**src/rtl/fetch_sequencer.sv**
```systemverilog
// Instruction fetch sequencer: request, capture, hold under stall, issue one PC strobe.
// Issue latency is 2 cycles after mem_ack with stall low; stall only holds the captured word in HOLD.
module fetch_sequencer #(
  parameter int unsigned TIMEOUT = 15
) (
  input  logic        clk,
  input  logic        reset,
  input  logic [15:0] pc_address,
  input  logic        mem_ack,
  input  logic [15:0] mem_rdata,
  input  logic        stall,
  output logic        mem_req,
  output logic [15:0] mem_addr,
  output logic [15:0] instr,
  output logic        instr_valid,
  output logic        ins_count,
  output logic        jump_enable,
  output logic        return_enable,
  output logic [15:0] jump_address,
  output logic        fault
);

  typedef enum logic [2:0] {
    IDLE  = 3'd0,
    FETCH = 3'd1,
    HOLD  = 3'd2,
    ISSUE = 3'd3,
    FAULT = 3'd4
  } state_t;

  localparam logic [3:0] WAIT_LAST = 4'(TIMEOUT - 1);
  localparam logic [3:0] OP_JMP    = 4'hE;
  localparam logic [3:0] OP_RET    = 4'hF;

  state_t     state;
  state_t     state_next;
  logic [3:0] wait_cnt;
  logic       link_valid;
  logic       timeout;
  logic       is_jmp;
  logic       is_ret;

  assign timeout = (wait_cnt == WAIT_LAST) && !mem_ack;
  assign is_jmp  = (instr[15:12] == OP_JMP);
  assign is_ret  = (instr[15:12] == OP_RET);

  always_ff @(posedge clk or posedge reset) begin
    if (reset) begin
      state <= IDLE;
    end else begin
      state <= state_next;
    end
  end

  // mem_ack wins over an expiring wait counter on the same edge.
  always_comb begin
    state_next = state;
    case (state)
      IDLE:    state_next = FETCH;
      FETCH: begin
        if (mem_ack) begin
          state_next = HOLD;
        end else if (timeout) begin
          state_next = FAULT;
        end
      end
      HOLD:    if (!stall) state_next = ISSUE;
      ISSUE:   state_next = FETCH;
      FAULT:   state_next = FAULT;
      default: state_next = IDLE;
    endcase
  end

  always_ff @(posedge clk or posedge reset) begin
    if (reset) begin
      wait_cnt <= 4'd0;
    end else if (state != FETCH) begin
      wait_cnt <= 4'd0;
    end else if (!mem_ack && !timeout) begin
      wait_cnt <= wait_cnt + 4'd1;
    end
  end

  always_ff @(posedge clk or posedge reset) begin
    if (reset) begin
      instr <= 16'h0000;
    end else if (state == FETCH && mem_ack) begin
      instr <= mem_rdata;
    end
  end

  // A RET without a live link issues as sequential and leaves the link alone.
  always_ff @(posedge clk or posedge reset) begin
    if (reset) begin
      link_valid <= 1'b0;
    end else if (state == ISSUE) begin
      if (is_jmp) begin
        link_valid <= 1'b1;
      end else if (is_ret) begin
        link_valid <= 1'b0;
      end
    end
  end

  always_comb begin
    mem_req       = 1'b0;
    mem_addr      = pc_address;
    instr_valid   = 1'b0;
    ins_count     = 1'b0;
    jump_enable   = 1'b0;
    return_enable = 1'b0;
    jump_address  = 16'h0000;
    fault         = 1'b0;
    case (state)
      FETCH: mem_req = 1'b1;
      HOLD:  instr_valid = 1'b1;
      ISSUE: begin
        instr_valid   = 1'b1;
        ins_count     = 1'b1;
        jump_enable   = is_jmp;
        return_enable = is_ret && link_valid;
        if (is_jmp) begin
          jump_address = {4'b0000, instr[11:0]};
        end
      end
      FAULT: fault = 1'b1;
      default: ;
    endcase
  end

endmodule

```
**config.mk**
```make
export PLATFORM = sky130hd
export DESIGN_NAME = fetch_sequencer
export DESIGN_NICKNAME = d
export VERILOG_FILES = /design/src/rtl/fetch_sequencer.sv
export SDC_FILE = /design/constraint.sdc
export NUM_CORES = 1
export LEC_CHECK = 0
export ABC_AREA = 1
export CELL_PAD_IN_SITES_DETAIL_PLACEMENT = 2
export CELL_PAD_IN_SITES_GLOBAL_PLACEMENT = 2
export CORE_UTILIZATION = 18
export CTS_CLUSTER_SIZE = 10
export DETAILED_ROUTE_END_ITERATION = 10
export GPL_TIMING_DRIVEN = 0
export PLACE_DENSITY_LB_ADDON = 0.1
export SETUP_SLACK_MARGIN = 0.05
export SLEW_MARGIN = 15
export SYNTH_ARGS = -nofsm -noshare
export SYNTH_HDL_FRONTEND = slang
export SYNTH_SLANG_ARGS = --single-unit
```
**constraint.sdc**
```tcl
create_clock -name clk -period 1.95 [get_ports clk]
set_clock_uncertainty 0.2 [all_clocks]
set_input_delay 0.2925 -clock clk [delete_from_list [all_inputs] [get_ports clk]]
set_output_delay 0.2925 -clock clk [all_outputs]
set_load 0.005 [all_outputs]
```
==> flow_summary.json <==
{
  "critPathArrivalTime_ps": 1650,
  "die_height_um": 90.28,
  "setup_viol": 14,
  "final-instance-count-excl-fill": 367,
  "grt_pass1_vias": 1575,
  "reg2regPathDepth": 9,
  "vias": 1446,
  "critical_path.reg2reg.startpoint": "state[1]",
  "critical_setup_path_kind": "reg -> out",
  "synth-seq-cells": 24,
  "num_antenna_cells": 0,
  "fin_hold_ws_ps": 174.9,
  "antenna_found_initial": 0,
  "die_area_mm2": 0.008150,
  "placedCellCount": 346,
  "met3RoutedLength_um": 355,
  "post_synth_instance_area_mm2": 0.001403,
  "synth-seq-area-share_pct": 42.82,
  "floorplan.initialDensity_pct": 18.93,
  "pwr_per_cell_area_mw_per_mm2": 1064,
  "area_growth_pct": 74.04,
  "area_of_the_core_mm2": 0.007408,
  "drt_iter0_drc": 26,
  "critical_path_required_ps": 1460,
  "layout_commonest_cell": "sky130_fd_sc_hd__nand2_1",
  "unrepaired_setup_endpoints_after_global_routing": "yes",
  "detailroute.wirelength.met2_um": 2241,
  "failed_checks": "setup timing",
  "grt_first_pass_wirelength_um": 8107,
  "globalRouteOverflowTotal": 0,
  "final_design_area_no_fill_mm2": 0.002441,
  "gp_congestion": 0.6862,
  "run_status": "finished with violations",
  "design.final.nets": 307,
  "synth_cell_types": 24,
  "worstMarginPinSlew_ps": 1027,
  "tritoncts": "done",
  "totalWireLength_um": 4724,
  "drc_errors": 0,
  "whs_path_depth": 3,
  "timing.max_slew.rel_slack_pct": 31.43,
  "final_layout_size_suffix_gt1_share_pct": 30.60,
  "io_buffer_count": 68,
  "synthesis.area_per_instance_um2": 7.969,
  "post_dp_cell_area_mm2": 0.002218,
  "route.antenna.remaining_nets": 0,
  "finalCritPeriodShare_pct": 109.6,
  "setup.worst_path.end_class": "primary output",
  "htree_num_levels": 1,
  "global_route.usage.total_pct": 12.33,
  "finalWorstPathRequiredPeriod_ps": 2138,
  "grt_max_degree": 25,
  "fin_tns_setup_ps": -1856,
  "final_hold_viol_count": 0,
  "crit_fanout": 3,
  "static-leakage-power_uw": 0.001275,
  "timing.max_cap.violations": 0,
  "synth_async_sr_flop_share_pct": 100.0,
  "cts_sinks": 24,
  "detail_route.wl_per_cell_um": 12.87,
  "numCtsBuffers": 3,
  "clockRootBuffer": "sky130_fd_sc_hd__clkbuf_8",
  "post_detailed_route_via_to_cell_ratio": 3.940,
  "num_io_pins": 90,
  "fin_total_pwr_uw": 2598,
  "min-delay-path-class": "in -> reg",
  "clkLatencyLatePin_ps": 270,
  "slew_viol_final": 0,
  "worstHoldEndpoint": "instr[1]",
  "setup_slack_ps": -188.1,
  "drt_pre_antenna_iters": 3,
  "synth_top_flop_cell": "sky130_fd_sc_hd__dfrtp_1",
  "max_used_layer": "met4",
  "clk_pin_slew_ps": 100,
  "slack_of_the_worst_reg_to_reg_path_ps": 290,
  "timing.fmax_mhz": 467.7,
  "r2r-end": "instr[4]",
  "n_fill_cell": 837,
  "synth_enable_flop_cells": 0,
  "synthesis.yosys.warnings": 0,
  "post_synth_inst_count": 176,
  "irDropWorstVdd_uv": 285.2,
  "mostFrequentLayoutCells": "52 x sky130_fd_sc_hd__nand2_1, 51 x sky130_fd_sc_hd__clkdlybuf4s50_1, 29 x sky130_fd_sc_hd__buf_4",
  "hold_path_startpoint": "mem_ack",
  "fp.dieW_um": 90.28,
  "timing.critical_path.from_type": "flop",
  "number_of_buffers_inserted_for_hold_repair_after_clock_tree_synthesis": 0,
  "detailedPlacementHpwl_um": 3495,
  "row_count": 31,
  "m1WireLength_um": 2103,
  "worst_setup_path_startpoint": "state[0]",
  "cts-root-to-sink-buffers": 2
}
[synthesized netlist by cell type, types with 2 or more instances]
library cell              number  area [µm²]
sky130_fd_sc_hd__nand2_1      52       195.2
sky130_fd_sc_hd__nand4_1       3       18.77
sky130_fd_sc_hd__ha_1          2       25.02
sky130_fd_sc_hd__dfrtp_1      24       600.6
sky130_fd_sc_hd__inv_1        20       75.07
sky130_fd_sc_hd__buf_4        22       165.2
sky130_fd_sc_hd__inv_2         2       7.510
sky130_fd_sc_hd__nor2_1        7       26.28
sky130_fd_sc_hd__nor2_2        7       43.79
sky130_fd_sc_hd__nor2_4        2       22.52
sky130_fd_sc_hd__nand3_1      21       105.1
sky130_fd_sc_hd__buf_6         2       22.52
[final cells by class]
class                           instances  area (µm²)  area share [%]
Sequential cell                        24       601.8           24.65
Inverter                               22       87.58           3.588
Multi-Input combinational cell        107       561.8           23.01
Tap cell                               99       123.9           5.074
Clock buffer                            4       55.05           2.255
Buffer                                 26       209.0           8.560
Timing Repair Buffer                   85       802.0           32.85
[routing by layer]
metal,vias to the layer above,GRT usage (%)
li1,700,-
met2,66,21.25
met5,-,0
met4,0,2.823
met3,2,3.283
met1,678,15.30
[where the power goes]
part           leakage (µW)  internal, µW  switching [µW]
Clock             0.0000288           181             181
Sequential         0.000304           708             184
Combinational      0.000943           733             612
[critical path, cell delays in order (launching register included)]
cell                       delay (ps)
sky130_fd_sc_hd__dfrtp_1          390
sky130_fd_sc_hd__inv_2             60
sky130_fd_sc_hd__nor3_4           200
sky130_fd_sc_hd__buf_6            130
sky130_fd_sc_hd__nand3b_4         130
sky130_fd_sc_hd__buf_12           160
sky130_fd_sc_hd__buf_8            110
sky130_fd_sc_hd__nor2_1            70
sky130_fd_sc_hd__buf_2            110
[stage by stage]
stage / util (%) / setup slack (ps)
finish: 32.95 / -188.1
global route: 32.95 / -296.0
CTS: 32.34 / -243.6
detailed placement: 29.94 / -267.7
global placement: 29.94 / -258.8
floorplan: - / 389.2
[how the worst max path moves through the flow]
stage / to / slack (ps) / depth (start not counted)
3_3_place_gp: jump_address[2] / -260 / 5
5_1_grt: jump_address[2] / -300 / 8
2_1_floorplan: jump_address[1] / 390 / 4
3_5_place_dp: jump_address[6] / -270 / 5
4_1_cts: jump_address[8] / -240 / 8
6_report: jump_address[11] / -190 / 8
[logic make-up (layout without fill, tap and decap cells)]
kind of cell             after synthesis  count (layout)  share of synthesized area, %
AO/OA/AOI/OAI                          2               2                        0.7130
adder cells (fa/ha/maj)                2               2                         1.784
buffers and inverters                 48             137                         19.89
flip-flops                            24              24                         42.82
other                                  1               4                        0.2674
AND/OR/NAND/NOR                       99              99                         34.52
[registers in the layout, indices dropped and copies added (netlist names)]
| signal | cells |
|---|---|
| instr | 16 |
| wait_cnt | 4 |
| state | 3 |
| link_valid | 1 |
[what timing repair did]
item                       CTS  global route
setup buffers               13             3
resized for setup           78             9
pin swaps                    7             7
gates cloned                 1             0
setup endpoints to repair   18            16
(Power assumes the default switching activity.)
